### src/rtl/mmu_if.sv
// mmu_if: bus-side bundle for the address translation stage.
// Holds the 68000 cycle, map registers, page-table port and results.
`timescale 1ns/1ps
interface mmu_if;
    logic        as;
    logic [2:0]  fc;
    logic        write;
    logic [23:0] addr;
    logic [15:0] supervisor_map_1;
    logic [15:0] supervisor_map_2;
    logic [3:0]  user_map;
    logic        pt_we;
    logic [6:0]  pt_addr;
    logic [15:0] pt_wdata;
    logic        phys_valid;
    logic [27:0] phys_addr;
    logic        berr;
    logic        fault_valid;
    logic [23:0] fault_addr;
    logic        fault_clr;

    modport master (
        output as, fc, write, addr,
        output supervisor_map_1, supervisor_map_2, user_map,
        output pt_we, pt_addr, pt_wdata, fault_clr,
        input  phys_valid, phys_addr, berr,
        input  fault_valid, fault_addr
    );

    modport slave (
        input  as, fc, write, addr,
        input  supervisor_map_1, supervisor_map_2, user_map,
        input  pt_we, pt_addr, pt_wdata, fault_clr,
        output phys_valid, phys_addr, berr,
        output fault_valid, fault_addr
    );
endinterface

### src/rtl/mmu.sv
// mmu: 24-bit logical to 28-bit physical translation, fixed 2-clock latency.
// Optional MMU_WRITE_PROTECT_EN: user writes to entries with bit14=0 fault.
`timescale 1ns/1ps
module mmu (
    input logic  clk,
    input logic  reset_n,
    mmu_if.slave bus
);

    typedef enum logic [1:0] {IDLE, LOOKUP, ACTIVE, FAULT} state_t;

    state_t      state_q, state_d;
    logic        step_q, step_d;
    logic        sup_q, sup_d;
    logic        write_q, write_d;
    logic        win_q, win_d;
    logic [23:0] addr_q, addr_d;
    logic [15:0] smap_q, smap_d;
    logic        phys_valid_q, phys_valid_d;
    logic        berr_q, berr_d;
    logic [27:0] phys_addr_q, phys_addr_d;
    logic        fault_valid_q, fault_valid_d;
    logic [23:0] fault_addr_q, fault_addr_d;

    logic [15:0] pt_mem [128];
    logic [15:0] pt_rdata_q;
    logic [6:0]  pt_raddr;
    logic [15:0] entry;
    logic        fault;
    logic [27:0] xlat;
    logic        unused_bits;

    assign pt_raddr = {bus.user_map[2:0], bus.addr[23:20]};

    // page table: no reset; read only when a cycle is accepted so the entry holds
    always_ff @(posedge clk) begin
        if (bus.pt_we) begin
            pt_mem[bus.pt_addr] <= bus.pt_wdata;
        end
        if (state_q == IDLE && bus.as) begin
            pt_rdata_q <= pt_mem[pt_raddr];
        end
    end

    // translate the latched cycle against its latched map entry
    always_comb begin
        entry = sup_q ? smap_q : pt_rdata_q;
        fault = 1'b0;
        xlat  = {4'h0, addr_q};
        if (!sup_q || win_q) begin
            fault = !entry[15];
            xlat  = {entry[7:0], addr_q[19:0]};
        end
`ifdef MMU_WRITE_PROTECT_EN
        if (!sup_q && write_q && !entry[14]) begin
            fault = 1'b1;
        end
`endif
    end

    // state sequencing, output and fault-capture next values
    always_comb begin
        state_d       = state_q;
        step_d        = step_q;
        sup_d         = sup_q;
        write_d       = write_q;
        win_d         = win_q;
        addr_d        = addr_q;
        smap_d        = smap_q;
        phys_valid_d  = phys_valid_q;
        berr_d        = berr_q;
        phys_addr_d   = phys_addr_q;
        fault_valid_d = fault_valid_q & ~bus.fault_clr;
        fault_addr_d  = fault_addr_q;
        case (state_q)
            IDLE: begin
                if (bus.as) begin
                    state_d = LOOKUP;
                    step_d  = 1'b0;
                    addr_d  = bus.addr;
                    sup_d   = bus.fc[2];
                    write_d = bus.write;
                    win_d   = (bus.addr[23:21] == 3'b111);
                    smap_d  = bus.addr[20] ? bus.supervisor_map_2
                                           : bus.supervisor_map_1;
                end
            end
            LOOKUP: begin
                if (!step_q) begin
                    step_d = 1'b1;
                end else if (fault) begin
                    state_d     = FAULT;
                    berr_d      = 1'b1;
                    phys_addr_d = 28'h0;
                    if (!fault_valid_q || bus.fault_clr) begin
                        fault_valid_d = 1'b1;
                        fault_addr_d  = addr_q;
                    end
                end else begin
                    state_d      = ACTIVE;
                    phys_valid_d = 1'b1;
                    phys_addr_d  = xlat;
                end
            end
            ACTIVE, FAULT: begin
                if (!bus.as) begin
                    state_d      = IDLE;
                    phys_valid_d = 1'b0;
                    berr_d       = 1'b0;
                    phys_addr_d  = 28'h0;
                end
            end
            default: state_d = IDLE;
        endcase
    end

    // state and output registers
    always_ff @(posedge clk or negedge reset_n) begin
        if (!reset_n) begin
            state_q       <= IDLE;
            step_q        <= 1'b0;
            sup_q         <= 1'b0;
            write_q       <= 1'b0;
            win_q         <= 1'b0;
            addr_q        <= 24'h0;
            smap_q        <= 16'h0;
            phys_valid_q  <= 1'b0;
            berr_q        <= 1'b0;
            phys_addr_q   <= 28'h0;
            fault_valid_q <= 1'b0;
            fault_addr_q  <= 24'h0;
        end else begin
            state_q       <= state_d;
            step_q        <= step_d;
            sup_q         <= sup_d;
            write_q       <= write_d;
            win_q         <= win_d;
            addr_q        <= addr_d;
            smap_q        <= smap_d;
            phys_valid_q  <= phys_valid_d;
            berr_q        <= berr_d;
            phys_addr_q   <= phys_addr_d;
            fault_valid_q <= fault_valid_d;
            fault_addr_q  <= fault_addr_d;
        end
    end

    assign bus.phys_valid  = phys_valid_q;
    assign bus.berr        = berr_q;
    assign bus.phys_addr   = phys_addr_q;
    assign bus.fault_valid = fault_valid_q;
    assign bus.fault_addr  = fault_addr_q;

    assign unused_bits = &{1'b0, bus.fc[1:0], bus.user_map[3],
                           entry[14:8], write_q};

endmodule

### src/flat_wrapper.sv
// flat-port wrapper written by rule: the top's interface ports become plain ports
module mmu_flat 
  (clk, reset_n, bus_as, bus_fc, bus_write, bus_addr, bus_supervisor_map_1, bus_supervisor_map_2, bus_user_map, bus_pt_we, bus_pt_addr, bus_pt_wdata, bus_fault_clr, bus_phys_valid, bus_phys_addr, bus_berr, bus_fault_valid, bus_fault_addr);
  mmu_if bus_i ();
  input logic clk;
  input logic reset_n;
  input wire logic [$bits(bus_i.as)-1:0] bus_as;
  input wire logic [$bits(bus_i.fc)-1:0] bus_fc;
  input wire logic [$bits(bus_i.write)-1:0] bus_write;
  input wire logic [$bits(bus_i.addr)-1:0] bus_addr;
  input wire logic [$bits(bus_i.supervisor_map_1)-1:0] bus_supervisor_map_1;
  input wire logic [$bits(bus_i.supervisor_map_2)-1:0] bus_supervisor_map_2;
  input wire logic [$bits(bus_i.user_map)-1:0] bus_user_map;
  input wire logic [$bits(bus_i.pt_we)-1:0] bus_pt_we;
  input wire logic [$bits(bus_i.pt_addr)-1:0] bus_pt_addr;
  input wire logic [$bits(bus_i.pt_wdata)-1:0] bus_pt_wdata;
  input wire logic [$bits(bus_i.fault_clr)-1:0] bus_fault_clr;
  output wire logic [$bits(bus_i.phys_valid)-1:0] bus_phys_valid;
  output wire logic [$bits(bus_i.phys_addr)-1:0] bus_phys_addr;
  output wire logic [$bits(bus_i.berr)-1:0] bus_berr;
  output wire logic [$bits(bus_i.fault_valid)-1:0] bus_fault_valid;
  output wire logic [$bits(bus_i.fault_addr)-1:0] bus_fault_addr;
  assign bus_i.as = bus_as;
  assign bus_i.fc = bus_fc;
  assign bus_i.write = bus_write;
  assign bus_i.addr = bus_addr;
  assign bus_i.supervisor_map_1 = bus_supervisor_map_1;
  assign bus_i.supervisor_map_2 = bus_supervisor_map_2;
  assign bus_i.user_map = bus_user_map;
  assign bus_i.pt_we = bus_pt_we;
  assign bus_i.pt_addr = bus_pt_addr;
  assign bus_i.pt_wdata = bus_pt_wdata;
  assign bus_i.fault_clr = bus_fault_clr;
  assign bus_phys_valid = bus_i.phys_valid;
  assign bus_phys_addr = bus_i.phys_addr;
  assign bus_berr = bus_i.berr;
  assign bus_fault_valid = bus_i.fault_valid;
  assign bus_fault_addr = bus_i.fault_addr;
  mmu u_core (.clk(clk), .reset_n(reset_n), .bus(bus_i));
endmodule
### config.mk
export PLATFORM = sky130hd
export DESIGN_NAME = mmu_flat
export DESIGN_NICKNAME = d
export VERILOG_FILES = /design/src/rtl/mmu_if.sv /design/src/rtl/mmu.sv /design/src/flat_wrapper.sv
export SDC_FILE = /design/constraint.sdc
export NUM_CORES = 1
export LEC_CHECK = 0
export CAP_MARGIN = 5
export CORE_ASPECT_RATIO = 1.25
export CORE_MARGIN = 2
export CORE_UTILIZATION = 50
export DETAILED_ROUTE_END_ITERATION = 10
export HOLD_SLACK_MARGIN = 0.05
export PLACE_DENSITY = 0.8
export SYNTH_ARGS = -nofsm -noshare
export SYNTH_HDL_FRONTEND = slang
export SYNTH_SLANG_ARGS = --single-unit
### constraint.sdc
create_clock -name clk -period 2.3 [get_ports clk]
set_input_delay 0.46 -clock clk [delete_from_list [all_inputs] [get_ports clk]]
set_output_delay 0.46 -clock clk [all_outputs]
set_load 0.01 [all_outputs]
==> results of run 1 <==
-- kinds of logic (layout without fill, tap and decap cells) --
| kind of cell | Yosys count | in the layout | synth area share (%) |
|---|---|---|---|
| AOI/OAI and AO/OA | 250 | 250 | 3.47 |
| buffers and inverters | 152 | 675 | 1.69 |
| DFF | 1254 | 1254 | 75.9 |
| muxes | 462 | 462 | 15.6 |
| and+or+nand+nor | 363 | 363 | 3.36 |
-- repair_timing --
item / in CTS / in global routing
setup endpoints to repair: 8 / 8
hold endpoints to repair: 49 / 0
pin swaps: 0 / 1
hold buffers: 1 / 0
resized for setup: 12 / 8
-- stage by stage --
stage               setup TNS [ns]  hold WS [ns]  area [sq um]  std cells
floorplan                        0         0.164         49100       2481
global placement            -38.80         0.465         54200       4097
detailed placement          -84.79         0.495         54200       4097
CTS                              0         0.172         57900       4304
global route                     0         0.195         57900       4304
finish                           0         0.201         57900       4304
-- path summary, 6_finish.rpt --
path | startpoint | to | slack, ns | depth (start not counted)
setup / recovery | u_core.pt_mem[0][1]$_DFFE_PP_ | u_core.pt_rdata_q[1]$_DFFE_PP_ | 0.04 | 7
hold / removal | bus_pt_wdata[1] | u_core.pt_mem[107][1]$_DFFE_PP_ | 0.20 | 1
hold reg to reg | u_core.bus.fault_addr[4]$_DFFE_PN0P_ | u_core.bus.fault_addr[4]$_DFFE_PN0P_ | 0.51 | 1
min in group asynchronous | reset_n | u_core.bus.phys_addr[15]$_DFFE_PN0P_ | 0.32 | 2
max in group asynchronous | reset_n | u_core.bus.fault_addr[10]$_DFFE_PN0P_ | 1.31 | 3
setup reg to reg | u_core.pt_mem[0][1]$_DFFE_PP_ | u_core.pt_rdata_q[1]$_DFFE_PP_ | 0.04 | 7
-- cell type report --
class                           instances  area share (%)
Sequential cell                      1254            64.2
Clock buffer                          127            4.90
Clock inverter                         79            1.38
Inverter                                4          0.0259
Timing Repair Buffer                  465            7.52
Tap cell                             1300            2.81
Multi-Input combinational cell       1075            19.1
-- cells in the mapped netlist, types with 23 or more instances --
master / n
a211oi_1: 45
a21oi_1: 51
a22o_1: 28
buf_2: 38
buf_4: 32
clkbuf_1: 53
dfrtp_1: 93
edfxtp_1: 1161
mux2_2: 53
mux2i_1: 175
mux4_2: 234
nand2_1: 38
nand2b_1: 25
nor2_1: 195
nor2b_1: 45
o21ai_0: 23
o22ai_1: 56
-- registers in the layout (all words and copies together) (netlist names) --
signal and count:
u_core.pt_rdata_q 9, u_core.addr_q 24, u_core.bus.fault_addr 24, u_core.step_q 1
u_core.bus.phys_addr 28, u_core.state_q 2, u_core.sup_q 1, u_core.pt_mem 1152
u_core.smap_q 9, u_core.win_q 1, u_core.bus.berr 1, u_core.bus.fault_valid 1
u_core.bus.phys_valid 1
-- routing by layer --
layer	up-vias	wire length, microns	global-route usage [%]
met3	243	9830	4.07
met4	6	4890	10.2
met5	-	34	0
met2	1369	60400	40.0
li1	10952	-	-
met1	13482	43200	30.1
-- power breakdown --
part	internal [mW]	total, mW	switching, mW
Clock	10.5	18.6	8.11
Combinational	2.60	5.28	2.67
Sequential	25.8	26.4	0.615
-- worst max-delay path, delay by kind of cell (launching register included) --
family	cells	cell delay, ns
compound gates	4	0.83
mux	1	0.47
flops	1	0.37
buf+inv	1	0.16
simple gates	1	0.15
==> metrics.md, run 1 <==
| Metric | Value |
|---|---|
| # rows | `128` |
| Initial antenna violation count | `4` |
| Ant diodes | `0` |
| IO buf count | `121` |
| CP max FO | `1` |
| Area delta synth->final | `18.2%` |
| CTS tree | `done` |
| CP max stage delay | `0.47 ns` |
| Top cells by area, synth | `edfxtp_1 71%, mux4_2 11%, dfrtp_1 4.8%, mux2i_1 3.6%, nor2_1 1.5%` |
| Postcts setup bufs | `0` |
| Worst-Skew Late Latency | `0.70 ns` |
| RePlAce Congestion | `0.877` |
| Critical Path Most Common Cell | `a21oi_1` |
| Pre-Repair DR Iteration Count | `6` |
| Dpl hpwl | `73500 microns` |
| Wire length per cell | `27.5 microns` |
| H-Tree Depth | `3` |
| Worst Hold Class | `primary input to flip-flop` |
| Commonest non-fill, non-tap cells in the layout | `1161 x edfxtp_1, 307 x buf_4, 234 x mux4_2, 193 x nor2_1, 174 x mux2i_1` |
| Final Hold Vio Count | `0` |
| Placement Setup Slack | `-0.968 ns` |
| Setup CP Type | `flip-flop to flip-flop` |
| Ys Warns | `0` |
| WL final | `118000 microns` |
| Worst setup margin | `0.0400 ns` |
| Worst vdd ir | `684 uV` |
| CP Capture Type | `flip-flop` |
| Yosys top cell by area | `edfxtp_1` |
| Crit start category | `flip-flop` |
| Total chip power | `50.2 mW` |
| Synthesized instance count | `2481` |
| Power density over cell area | `868 nW/um^2` |
| Root buffer cell | `clkbuf_16` |
| Crit path time final | `2.26 ns` |
| Net count after synthesis | `2573` |
| Top Ports | `147` |
| Max Fclk | `442 MHz` |
| Slew @ Worst Pin | `1.24 ns` |
| Critical path cell sequence | `mux4_2 -> nor2b_1 -> a211oi_1 -> buf_4 -> a21oi_1 -> a21oi_1 -> o32ai_1` |
| Final design utilization | `59.6%` |
| Die H | `354 microns` |
| CP arrival | `2.67 ns` |
| Main flop type after synthesis | `edfxtp_1` |
| Status | `finished, final reports clean` |
| Nets | `3002` |
| Slew Limit Fails | `0` |
| Routed via count | `26052` |
| Pleak | `19.5 nW` |
| Max clock buf depth | `3` |
| Seq/Total Area, Yosys | `75.9%` |
| Fin crit share | `98.3%` |
| RSZ-0062 raised after global routing | `no` |
| Commonest non-fill, non-tap cell in the layout | `edfxtp_1` |
| Post-route DRC | `0` |
| Area of the multi-input gates | `11100 sq um` |
| Starting Density | `50.4%` |
| Remaining antenna violation count | `0` |
| Register area | `37200 sq um` |
| Worst Skew | `0.0379 ns` |
| Max-Cap Viols | `0` |
| Cell area after synthesis | `49000 sq um` |
| Relative slew slack | `16.9%` |
| Syn Area/Cell | `19.7 sq um` |
| First-pass GRT wire length | `175000 microns` |
| GRT Overall Usage | `23.6%` |
| GRT Residual Overflow | `0` |
| Core ar. | `97200 sq um` |
| Post-synth EDFFs | `1161` |
| Synth cell types | `34` |
| Crit-path slowest cell | `mux4_2` |
| Synth top area share | `71.2%` |
| CTS buffer count | `110` |
| Chip width | `284 microns` |
| CTS Sinks | `1254` |
| Die area | `101000 sq um` |
| Vias per cell | `6.05` |
| Synth async-reset ratio | `7.42%` |
| Layout cells sized above 1 | `28.0%` |
| Post-synthesis register bit count | `1254` |
| Largest net degree at the start of global routing | `129` |
| Required time of the critical path | `2.71 ns` |
| Vias in the first global route | `26958` |
| DRT iter0 DRCs | `2891` |
| # fillers | `6612` |
| Clock slew at reported path FFs | `0.06 ns` |
| Final setup violation count | `0` |
Power figures use the tool's default switching activity.
==> run 2, diff against run 1 <==
--- a/constraint.sdc
+++ b/constraint.sdc
@@ -3,2 +3,2 @@
 set_output_delay 0.46 -clock clk [all_outputs]
-set_load 0.01 [all_outputs]
+set_load 0.1 [all_outputs]
==> run 2 against run 1 <==
Compared with the run above:
- count of clock-buffer cells in the layout up 1
- fmax up 0.85%
- highest routed layer unchanged
- via count up 0.28%
- register-to-register slack better by 0.02 ns
- largest cell class unchanged
- sequential cell count unchanged
==> metrics.md, run 2 (synthesis gave the netlist of run 1 again) <==
| Metric | Value |
|---|---|
| Area of the multi-input gates | `11000 sq um` |
| Worst Skew | `0.0494 ns` |
| Chip width | `284 microns` |
| # fillers | `6567` |
| Final setup violation count | `0` |
| Nets | `3036` |
| # rows | `128` |
| GRT Residual Overflow | `0` |
| Remaining antenna violation count | `0` |
| Final Hold Vio Count | `0` |
| Layout cells sized above 1 | `30.4%` |
| Pleak | `19.8 nW` |
| Die H | `354 microns` |
| Slew @ Worst Pin | `1.24 ns` |
| CTS buffer count | `111` |
| Commonest non-fill, non-tap cell in the layout | `edfxtp_1` |
| Max FFs per register | `1152` |
| Wire length per cell | `27.2 microns` |
| Max clock buf depth | `3` |
| Setup CP Type | `flip-flop to flip-flop` |
| Worst Hold Class | `primary input to flip-flop` |
| Root buffer cell | `clkbuf_16` |
| Vias per cell | `6.02` |
| Power density over cell area | `909 nW/um^2` |
| Initial antenna violation count | `3` |
| Top Ports | `147` |
| Register area | `37200 sq um` |
| IO buf count | `121` |
| CP Capture Type | `flip-flop` |
| Area delta synth->final | `18.8%` |
| CP max FO | `1` |
| Routed via count | `26126` |
| Status | `finished, final reports clean` |
| Largest net degree at the start of global routing | `129` |
| Required time of the critical path | `2.76 ns` |
| Die area | `101000 sq um` |
| Core ar. | `97200 sq um` |
| Ant diodes | `0` |
| Setup TNS Final | `0 ns` |
| CTS tree | `done` |
| Relative slew slack | `17.0%` |
| WHS | `0.110 ns` |
| RSZ-0062 raised after global routing | `no` |
| Pre-Repair DR Iteration Count | `6` |
| Crit start category | `flip-flop` |
| CP arrival | `2.70 ns` |
| H-Tree Depth | `3` |
| DRT iter0 DRCs | `2656` |
| Fin crit share | `97.4%` |
| Crit path time final | `2.24 ns` |
| Starting Density | `50.4%` |
| Vias in the first global route | `27293` |
| RePlAce Congestion | `0.876` |
| Register name with the most flops | `u_core.pt_mem` |
| Post-route DRC | `0` |
| WL final | `118000 microns` |
| Worst vdd ir | `630 uV` |
| Slew Limit Fails | `0` |
| Final design utilization | `59.9%` |
| Worst-Skew Late Latency | `0.72 ns` |
| Commonest non-fill, non-tap cells in the layout | `1161 x edfxtp_1, 377 x buf_4, 234 x mux4_2, 193 x nor2_1, 174 x mux2i_1` |
| Max-Cap Viols | `0` |
| Postcts setup bufs | `0` |
| First-pass GRT wire length | `176000 microns` |
| CTS Sinks | `1254` |
| Clock slew at reported path FFs | `0.06 ns` |
| Max Fclk | `446 MHz` |
| GRT Overall Usage | `23.5%` |
| Dpl hpwl | `74300 microns` |
run 2: per-stage QoR:
step / setup slack (ns) / total power [mW] / std cells / instance area, sq um
3_3_place_gp: -1.02 / 34.5 / 4128 / 54400
4_1_cts: 0.0136 / 53.1 / 4336 / 58100
3_5_place_dp: -1.04 / 34.7 / 4128 / 54400
6_report: 0.0589 / 52.9 / 4337 / 58200
5_1_grt: 0.00736 / 54.3 / 4337 / 58200
2_1_floorplan: 0.00357 / 32.0 / 2481 / 49100
run 2: final timing paths:
check	from	cells after the start	to	slack, ns
min in group asynchronous	reset_n	2	u_core.addr_q[19]$_DFFE_PN0P_	0.31
min reg2reg	u_core.step_q$_DFFE_PN0P_	2	u_core.step_q$_DFFE_PN0P_	0.50
max reg2reg	u_core.pt_mem[3][4]$_DFFE_PP_	7	u_core.pt_rdata_q[4]$_DFFE_PP_	0.06
max	u_core.pt_mem[3][4]$_DFFE_PP_	7	u_core.pt_rdata_q[4]$_DFFE_PP_	0.06
min	bus_pt_wdata[3]	1	u_core.pt_mem[100][3]$_DFFE_PP_	0.11
max in group asynchronous	reset_n	3	u_core.bus.phys_addr[10]$_DFFE_PN0P_	1.31
run 2: metal layers:
metal	track usage, %	routed length (microns)	vias up	part of all wire [%]
met5	0	44	-	0.037
met4	10.4	5190	6	4.4
met3	3.67	9140	268	7.7
met2	39.6	59000	1335	50
met1	30.5	44800	13510	38
li1	-	-	11007	-
run 2: area by class of cell:
type                            instances  area share, %
Clock buffer                          128           4.92
Clock inverter                         78           1.36
Inverter                                4         0.0258
Multi-Input combinational cell       1075           19.0
Sequential cell                      1254           63.9
Tap cell                             1300           2.80
Timing Repair Buffer                  498           8.02
run 2: what timing repair did:
action                     4_1_cts  5_1_grt
hold buffers                     2        0
hold endpoints to repair        48        0
setup endpoints to repair        6        7
resized for setup                8       12
gates cloned                     0        1
run 2: worst max-delay path: stages, from the launching register on:
cell	delay [ns]
edfxtp_1	0.38
mux4_2	0.50
nor2b_1	0.15
a211oi_1	0.22
buf_4	0.16
a21oi_1	0.09
a21oi_1	0.40
o32ai_1	0.13
run 2: where the power goes:
group          leakage, nW  internal (mW)  switching [mW]
clock                 1.78           10.3            8.26
sequential            11.6           25.8           0.624
combinational         6.47           2.52            5.37
total                 19.8           38.6            14.3
